File: config.mk
export PLATFORM = sky130hd
export DESIGN_NAME = amdc_isr_gen_mc
export DESIGN_NICKNAME = d
export VERILOG_FILES = /design/src/rtl/amdc_isr_gen_pkg.sv /design/src/rtl/amdc_isr_gen_ch.sv /design/src/rtl/amdc_isr_gen_mc.sv
export SDC_FILE = /design/constraint.sdc
export NUM_CORES = 1
export LEC_CHECK = 0
export CAP_MARGIN = 10
export CORE_ASPECT_RATIO = 0.6
export CORE_MARGIN = 3
export CORE_UTILIZATION = 50
export CTS_BUF_LIST = sky130_fd_sc_hd__clkbuf_2 sky130_fd_sc_hd__clkbuf_4 sky130_fd_sc_hd__clkbuf_8
export DETAILED_ROUTE_END_ITERATION = 16
export PLACE_DENSITY = 0.72
export SYNTH_ARGS = -nofsm -noshare
export SYNTH_HDL_FRONTEND = slang
export SYNTH_SLANG_ARGS = --single-unit
File: constraint.sdc
create_clock -name clk -period 2.45 [get_ports clk]
set_clock_uncertainty 0.1 [all_clocks]
set_input_delay 0.49 -clock clk [delete_from_list [all_inputs] [get_ports clk]]
set_output_delay 0.49 -clock clk [all_outputs]
set_load 0.02 [all_outputs]
File: src/rtl/amdc_isr_gen_pkg.sv
// Shared mode encodings, bit positions and defaults for the multi-channel ISR generator.
package amdc_isr_gen_pkg;

  localparam int MODE_HIGH_BIT = 0;
  localparam int MODE_LOW_BIT  = 1;
  localparam int DEFAULT_CNT_W = 16;

  typedef enum logic [1:0] {
    MODE_NONE = 2'b00,
    MODE_HIGH = 2'b01,
    MODE_LOW  = 2'b10,
    MODE_BOTH = 2'b11
  } mode_e;

  // Peak and valley in the same cycle collapse into a single event.
  function automatic logic eventQualify(input logic [1:0] mode,
                                        input logic       high,
                                        input logic       low);
    return (mode[MODE_HIGH_BIT] & high) | (mode[MODE_LOW_BIT] & low);
  endfunction

endpackage

File: src/rtl/amdc_isr_gen_ch.sv
// One ISR channel: event counter, shadow ratio, enable-edge detect and optional sticky flags.
// Pending/overrun tracking is built only when AMDC_ISR_GEN_MC_PENDING_EN is defined.
module amdc_isr_gen_ch
  import amdc_isr_gen_pkg::*;
#(
  parameter int CNT_W = DEFAULT_CNT_W
) (
  input  logic             clk_i,
  input  logic             rst_ni,
  input  logic             enable_i,
  input  logic             event_i,
  input  logic [CNT_W-1:0] ratio_i,
  input  logic             clear_i,
  output logic             irq_o,
  output logic             pending_o,
  output logic             overrun_o
);

  logic [CNT_W-1:0] cnt_q, cnt_d;
  logic [CNT_W-1:0] shadow_q, shadow_d;
  logic             enPrev_q;
  logic             irq_q, irq_d;
  logic             enRise;

  assign enRise = enable_i & ~enPrev_q;

  // The shadow ratio is only reloaded at enable and at wrap, so ratio writes never cut a period short.
  always_comb begin
    cnt_d    = cnt_q;
    shadow_d = shadow_q;
    irq_d    = 1'b0;
    if (!enable_i) begin
      cnt_d = '0;
    end else if (enRise) begin
      cnt_d    = '0;
      shadow_d = ratio_i;
    end else if (event_i) begin
      if (cnt_q == shadow_q) begin
        cnt_d    = '0;
        irq_d    = 1'b1;
        shadow_d = ratio_i;
      end else begin
        cnt_d = cnt_q + CNT_W'(1);
      end
    end
  end

  always_ff @(posedge clk_i or negedge rst_ni) begin
    if (!rst_ni) begin
      cnt_q    <= '0;
      shadow_q <= '0;
      enPrev_q <= 1'b0;
      irq_q    <= 1'b0;
    end else begin
      cnt_q    <= cnt_d;
      shadow_q <= shadow_d;
      enPrev_q <= enable_i;
      irq_q    <= irq_d;
    end
  end

  assign irq_o = irq_q;

`ifdef AMDC_ISR_GEN_MC_PENDING_EN
  logic pending_q, pending_d;
  logic overrun_q, overrun_d;

  // Flags track the visible interrupt pulse; a clear during a pulse keeps pending but drops overrun.
  always_comb begin
    pending_d = pending_q;
    overrun_d = overrun_q;
    if (clear_i) begin
      pending_d = irq_q;
      overrun_d = 1'b0;
    end else if (irq_q) begin
      pending_d = 1'b1;
      overrun_d = overrun_q | pending_q;
    end
  end

  always_ff @(posedge clk_i or negedge rst_ni) begin
    if (!rst_ni) begin
      pending_q <= 1'b0;
      overrun_q <= 1'b0;
    end else begin
      pending_q <= pending_d;
      overrun_q <= overrun_d;
    end
  end

  assign pending_o = pending_q;
  assign overrun_o = overrun_q;
`else
  logic unusedClear;
  assign unusedClear = clear_i;
  assign pending_o   = 1'b0;
  assign overrun_o   = 1'b0;
`endif

endmodule

File: src/rtl/amdc_isr_gen_mc.sv
// Multi-channel ISR generator top: slices per-channel controls and qualifies carrier events.
// Optional pending/overrun flags: define AMDC_ISR_GEN_MC_PENDING_EN.
module amdc_isr_gen_mc
  import amdc_isr_gen_pkg::*;
#(
  parameter int N_CH  = 4,
  parameter int CNT_W = DEFAULT_CNT_W
) (
  input  logic                  clk,
  input  logic                  rst_n,
  input  logic                  pwm_carrier_high,
  input  logic                  pwm_carrier_low,
  input  logic [N_CH-1:0]       ch_enable,
  input  logic [2*N_CH-1:0]     ch_mode,
  input  logic [N_CH*CNT_W-1:0] user_ratio,
  input  logic [N_CH-1:0]       irq_clear,
  output logic [N_CH-1:0]       interrupt,
  output logic [N_CH-1:0]       irq_pending,
  output logic [N_CH-1:0]       irq_overrun
);

  for (genvar i = 0; i < N_CH; i++) begin : gCh
    logic chEvent;

    assign chEvent = ch_enable[i] &
                     eventQualify(ch_mode[2*i +: 2], pwm_carrier_high, pwm_carrier_low);

    amdc_isr_gen_ch #(
      .CNT_W(CNT_W)
    ) uCh (
      .clk_i     (clk),
      .rst_ni    (rst_n),
      .enable_i  (ch_enable[i]),
      .event_i   (chEvent),
      .ratio_i   (user_ratio[CNT_W*i +: CNT_W]),
      .clear_i   (irq_clear[i]),
      .irq_o     (interrupt[i]),
      .pending_o (irq_pending[i]),
      .overrun_o (irq_overrun[i])
    );
  end

endmodule

==> results of run 1 <==
[layer usage]
| metal | vias up | share of wire | track usage |
|---|---|---|---|
| met2 | 275 | 0.42 | 0.324 |
| met1 | 4117 | 0.52 | 0.376 |
| met5 | - | 0 | 0 |
| met3 | 21 | 0.059 | 0.0464 |
| met4 | 0 | 0.0073 | 0.0446 |
| li1 | 4099 | - | - |
[registers in the layout, summed over array words and instances (netlist names)]
signal            flops
gCh.uCh.cnt_q        64
gCh.uCh.enPrev_q      4
gCh.uCh.irq_o         4
gCh.uCh.shadow_q     64
[synthesized netlist by cell type (all sizes together) (3+ instances only)]
library cell / instances / area share
nor2b: 70 / 0.047
inv: 13 / 0.0053
a21oi: 70 / 0.038
o21ai: 12 / 0.0065
a31oi: 35 / 0.024
ha: 4 / 0.0054
or3: 4 / 0.0027
nor3: 10 / 0.0054
a22o: 16 / 0.015
and4: 10 / 0.0098
nand3b: 4 / 0.0032
a31o: 9 / 0.0085
and2: 4 / 0.0027
o211ai: 34 / 0.028
a311o: 32 / 0.035
nor4: 19 / 0.016
mux2i: 17 / 0.018
buf: 45 / 0.034
dfrtp: 136 / 0.37
and3: 10 / 0.0070
a41oi: 4 / 0.0038
nand3: 139 / 0.075
o31ai: 4 / 0.0032
o2bb2ai: 3 / 0.0028
clkbuf: 63 / 0.025
nor2: 61 / 0.025
a22oi: 5 / 0.0046
xor2: 64 / 0.060
nand4: 25 / 0.019
mux2: 32 / 0.039
nor3b: 3 / 0.0024
nand2: 116 / 0.047
[how the worst max path moves through the flow]
stage | cells past startpoint | to | slack (ns) | from
after floorplan | 8 | gCh[3].uCh.cnt_q[14] | 0.49 | pwm_carrier_high
after CTS | 6 | gCh[2].uCh.cnt_q[1] | 0.18 | gCh[2].uCh.cnt_q[5]
after detailed placement | 6 | gCh[3].uCh.cnt_q[14] | -0.15 | pwm_carrier_high
after global routing | 6 | gCh[2].uCh.cnt_q[1] | 0.14 | gCh[2].uCh.cnt_q[5]
final | 6 | gCh[2].uCh.cnt_q[1] | 0.24 | gCh[2].uCh.cnt_q[5]
after global placement | 6 | gCh[3].uCh.cnt_q[14] | -0.13 | pwm_carrier_high
[critical path: cells and delay by family, from the launching register on]
family,cells,cell delay (ns)
flops,1,0.48
simple gates,3,0.82
buf+inv,1,0.24
compound gates,1,0.26
xor+xnor,1,0.21
[cell families after synthesis]
family,Yosys count,synth area share
flops,136,0.367
other cells,1,0.000404
compound gates,235,0.179
mux,49,0.0572
fa+ha+maj,4,0.00540
buf+inv,121,0.0648
simple gates,479,0.265
xor+xnor,65,0.0614
[final cells by class]
| type | instances | area (um^2) |
|---|---|---|
| Multi-Input combinational cell | 840 | 5300 |
| Inverter | 13 | 48.8 |
| Clock inverter | 8 | 70.1 |
| Timing Repair Buffer | 146 | 1370 |
| Tap cell | 234 | 293 |
| Sequential cell | 136 | 3400 |
| Clock buffer | 24 | 312 |
| Fill cell | 1519 | 6840 |
[what timing repair did]
item | 4_1_cts | 5_1_grt
hold buffers | 1 | 0
setup endpoints to repair | 0 | 1
endpoints found under the hold margin | 41 | 0
gates resized for setup | 0 | 1
[metrics by stage]
| step | power, mW | worst slack, ns | instances | TNS (ns) | utilization |
|---|---|---|---|---|---|
| floorplan | 3.30 | 0.488 | 1097 | 0 | - |
| global placement | 3.68 | -0.130 | 1367 | -2.13 | 0.589 |
| detailed placement | 3.72 | -0.148 | 1367 | -2.53 | 0.589 |
| CTS | 5.57 | 0.178 | 1400 | 0 | 0.611 |
| global route | 5.83 | 0.139 | 1401 | 0 | 0.612 |
| finish | 5.55 | 0.239 | 1401 | 0 | 0.612 |
[power groups by stage]
stage	Sequential (mW)	Clock (mW)	Combinational, mW
after floorplan	2.58	0	0.726
after global placement	2.63	0	1.05
after detailed placement	2.64	0	1.08
after CTS	2.59	1.89	1.09
after global routing	2.62	1.99	1.22
final	2.60	1.86	1.09
==> flow_summary.ini, run 1 <==
[status]
status = complete, no violations

[worst_setup_path]
critical_path_class = reg -> reg
slowest_stage = dfrtp_1
r2r_setup_slack_ns = 0.24
cpPeakStageDelay_ns = 0.48
timing.rr.start = gCh[2].uCh.cnt_q[5]
reg2reg_depth = 6
crit_fanout = 40
r2r-end = gCh[2].uCh.cnt_q[1]
arrival_ns = 2.47
endpoint_kind = flop
required_ns = 2.71
startpoint_type = flop
timing.critical_path.cells = xor2_1 -> nor4_2 -> nand4_1 -> buf_12 -> and2_1 -> a22o_1

[yosys]
ys.flop_type = dfrtp_1
synth_cell_types = 56
ys_warn_count = 0
synth_edf_count = 0
syn_area_um2 = 9270
synth-seq-area-share = 0.367
synthCells = 1090
synth-seq-cells = 136
syn_avg_cell_area_um2 = 8.51
async_flop_share = 1.00

[global_route]
grt_usage = 0.234
overflow = 0
antenna_found_initial = 0
grt_max_degree = 49
first_global_vias = 7692
grt_pass1_wl_um = 39700

[sta]
rsz0062_at_grt = false
worst_pin_slew_ns = 1.16
hold_slack_ns = 0.408
finalMaxSlewViolations = 0
min_period_over_period = 0.903
setup-violations-final = 0
max_slew_margin = 0.228
fmax_mhz = 452
finalHoldViolCount = 0
fin_crit_ns = 2.21

[die]
rows = 37
core_area_um2 = 17600
die_area_um2 = 20300
die_h_um = 111
start_util = 0.526
die_w_um = 182
ioPinCount = 96

[placed_design]
port-buffer-count = 83
place.gp.congestion = 0.870
placed_area_um2 = 10400
dpl.hpwl_um = 16500

[finish]
stdcell_area_um2 = 10800
nets = 1242
n_antenna_cell = 0
layout_common_cells = nand3_1 (139), dfrtp_1 (136), nand2_1 (116)
syn_to_final_growth_pct = 16.4
final_common_cell = nand3_1
drive_gt1_frac = 0.0934

[power_and_ir_drop]
leakage_nw = 4.25
power_frac_clock = 0.335
power.switching_mw = 1.66
seqPwrFrac = 0.468
vdd_drop_max_mv = 0.334
swShare = 0.300
power_frac_comb = 0.196
powerDensity_nw_per_um2 = 514
p_int_mw = 3.89

[detailed_routing]
wire_per_inst_um = 16.9
drcViolationCount = 0
drtIter0Drc = 883
wirelength_um = 23600
dr.pass1.iters = 6
postRouteAntennaNets = 0
route.vias.total = 8512
viasPerCell = 6.08

[clocking]
post_cts_buffers = 0
root_buffer = clkbuf_8
cts_tree = built
ctsHtreeMaxLevel = 4
cts_buffers = 17
cts_sinks = 136
cts_max_path_buffers = 2
clk_pin_slew_ns = 0.09
worstSkewPairLatency_ns = 0.46

[flow_run]
maxCapViolations = 0

[worst_hold_path]
hp-class = in -> async
No activity file was read; power rests on OpenSTA's default activity.
==> run 2: changes to the inputs <==
--- a/config.mk
+++ b/config.mk
@@ -11,6 +11,7 @@
 export CORE_UTILIZATION = 50
 export CTS_BUF_LIST = sky130_fd_sc_hd__clkbuf_2 sky130_fd_sc_hd__clkbuf_4 sky130_fd_sc_hd__clkbuf_8
 export DETAILED_ROUTE_END_ITERATION = 16
+export GPL_ROUTABILITY_DRIVEN = 0
 export PLACE_DENSITY = 0.72
 export SYNTH_ARGS = -nofsm -noshare
 export SYNTH_HDL_FRONTEND = slang
==> results of run 2 <==
Final layout, timing and power as in run 1 (identical DEF).
==> run 3: changes to the inputs <==
--- a/config.mk
+++ b/config.mk
@@ -8,11 +8,11 @@
 export CAP_MARGIN = 10
 export CORE_ASPECT_RATIO = 0.6
 export CORE_MARGIN = 3
-export CORE_UTILIZATION = 50
+export CORE_UTILIZATION = 35
 export CTS_BUF_LIST = sky130_fd_sc_hd__clkbuf_2 sky130_fd_sc_hd__clkbuf_4 sky130_fd_sc_hd__clkbuf_8
 export DETAILED_ROUTE_END_ITERATION = 16
 export GPL_ROUTABILITY_DRIVEN = 0
-export PLACE_DENSITY = 0.72
+export PLACE_DENSITY = 0.54
 export SYNTH_ARGS = -nofsm -noshare
 export SYNTH_HDL_FRONTEND = slang
 export SYNTH_SLANG_ARGS = --single-unit
==> run 3 against run 2 <==
  * Cell area rose by 2.7%
  * Critical path depth unchanged
  * Register-to-register slack gained 0.02 ns
  * Fmax grew 0.71%
  * Global-route usage fell by 5.3 points
  * Sequential power hardly changed
  * Hold slack lost 0.032 ns
  * Cell count rose by 8.9%
  * Critical endpoint is now gCh[3].uCh.shadow_q[10]
  * Highest routed layer unchanged
==> flow_summary.ini, run 3 (synthesis gave the netlist of run 1 again) <==
[status]
status = complete, no violations

[detailed_routing]
route.vias.total = 8484
dr.pass1.iters = 5
drtIter0Drc = 568
drcViolationCount = 0
viasPerCell = 5.56
postRouteAntennaNets = 0
wirelength_um = 25800
wire_per_inst_um = 16.9

[global_route]
antenna_found_initial = 0
first_global_vias = 7705
grt_pass1_wl_um = 42200
grt_max_degree = 48
grt_usage = 0.182
overflow = 0

[worst_setup_path]
cp-startpoint = gCh[3].uCh.cnt_q[11]
critical_path_class = reg -> reg
reg2reg_depth = 6
crit_fanout = 16
timing.rr.start = gCh[3].uCh.cnt_q[11]
startpoint_type = flop
endpoint_kind = flop
required_ns = 2.74
arrival_ns = 2.49

[placed_design]
placed_area_um2 = 10600
dpl.hpwl_um = 18000
dp_slack_ns = -0.192
port-buffer-count = 83

[clocking]
cts_sinks = 136
root_buffer = clkbuf_8
cts_max_path_buffers = 2
ctsHtreeMaxLevel = 4
clk_pin_slew_ns = 0.07
cts_tree = built
worstSkewPairLatency_ns = 0.48
cts_buffers = 17

[finish]
reg_top3 = gCh.uCh.cnt_q (64), gCh.uCh.shadow_q (64)
n_antenna_cell = 0
layout_common_cells = nand3_1 (139), dfrtp_1 (136), nand2_1 (116)
drive_gt1_frac = 0.0980
nets = 1249
final_common_cell = nand3_1
nFillCells = 2518
syn_to_final_growth_pct = 19.6
stdcell_area_um2 = 11100

[worst_hold_path]
hp-class = in -> async

[die]
rows = 45
ioPinCount = 96
die_area_um2 = 28600
die_w_um = 216
core_area_um2 = 25700
start_util = 0.361
die_h_um = 132

[sta]
finalMaxSlewViolations = 0
fin_crit_ns = 2.20
min_period_over_period = 0.896
finalHoldViolCount = 0
final.setup.worst_slack_ns = 0.254
tns_ns = 0
setup-violations-final = 0
fmax_mhz = 455
rsz0062_at_grt = false

[power_and_ir_drop]
powerDensity_nw_per_um2 = 533
vdd_drop_max_mv = 0.314
leakage_nw = 4.34

[flow_run]
maxCapViolations = 0
==> run 3: worst max-delay path: stages, from the launching register on <==
cell      delay [ns]
dfrtp_1         0.45
xor2_1          0.17
nor4_1          0.42
nand4_1         0.25
buf_4           0.28
mux2_1          0.34
o211ai_1        0.10
==> run 3: timing repair <==
item / CTS / global route
buffers inserted: 0 / 0
hold buffers: 1 / 0
gates resized for setup: 0 / 1
setup endpoints to repair: 0 / 6
hold endpoints to repair: 30 / 0
==> run 3: final timing paths <==
path	slack [ns]	to
setup reg to reg	0.25	gCh[3].uCh.shadow_q[10]
min in group clk	0.45	gCh[2].uCh.cnt_q[14]
hold / removal	0.38	gCh[0].uCh.irq_o
setup / recovery	0.25	gCh[3].uCh.shadow_q[10]
hold reg to reg	0.45	gCh[2].uCh.cnt_q[14]
max in group asynchronous	1.19	gCh[3].uCh.shadow_q[7]
==> run 3: metrics by stage <==
step	total power [mW]	util	cells	hold WS, ns
2_1_floorplan	3.30	-	1097	0.0944
3_3_place_gp	3.71	0.413	1492	0.312
3_5_place_dp	3.73	0.413	1492	0.313
4_1_cts	5.96	0.431	1524	0.367
5_1_grt	6.22	0.432	1525	0.382
6_report	5.91	0.432	1525	0.376
==> run 3: cell type report <==
| cell class | count | area [um^2] | share of cell area |
|---|---|---|---|
| multi-input combinational | 840 | 5300 | 0.478 |
| sequential | 136 | 3400 | 0.307 |
| timing repair buffer | 153 | 1440 | 0.129 |
| tap | 352 | 440 | 0.0397 |
| clock buffer | 24 | 324 | 0.0292 |
| clock inverter | 7 | 138 | 0.0124 |
| inverter | 13 | 48.8 | 0.00440 |
==> run 3: power by group <==
group	leakage, nW	internal [mW]	total (mW)	switching, mW
clock	0.234	1.28	2.21	0.937
combinational	2.43	0.544	1.10	0.552
sequential	1.67	2.41	2.60	0.194
==> run 3: routing by layer <==
metal / share of wire / track usage
met2: 0.41 / 0.246
met4: 0.0077 / 0.0368
met1: 0.54 / 0.287
met3: 0.046 / 0.0449
met5: 0 / 0
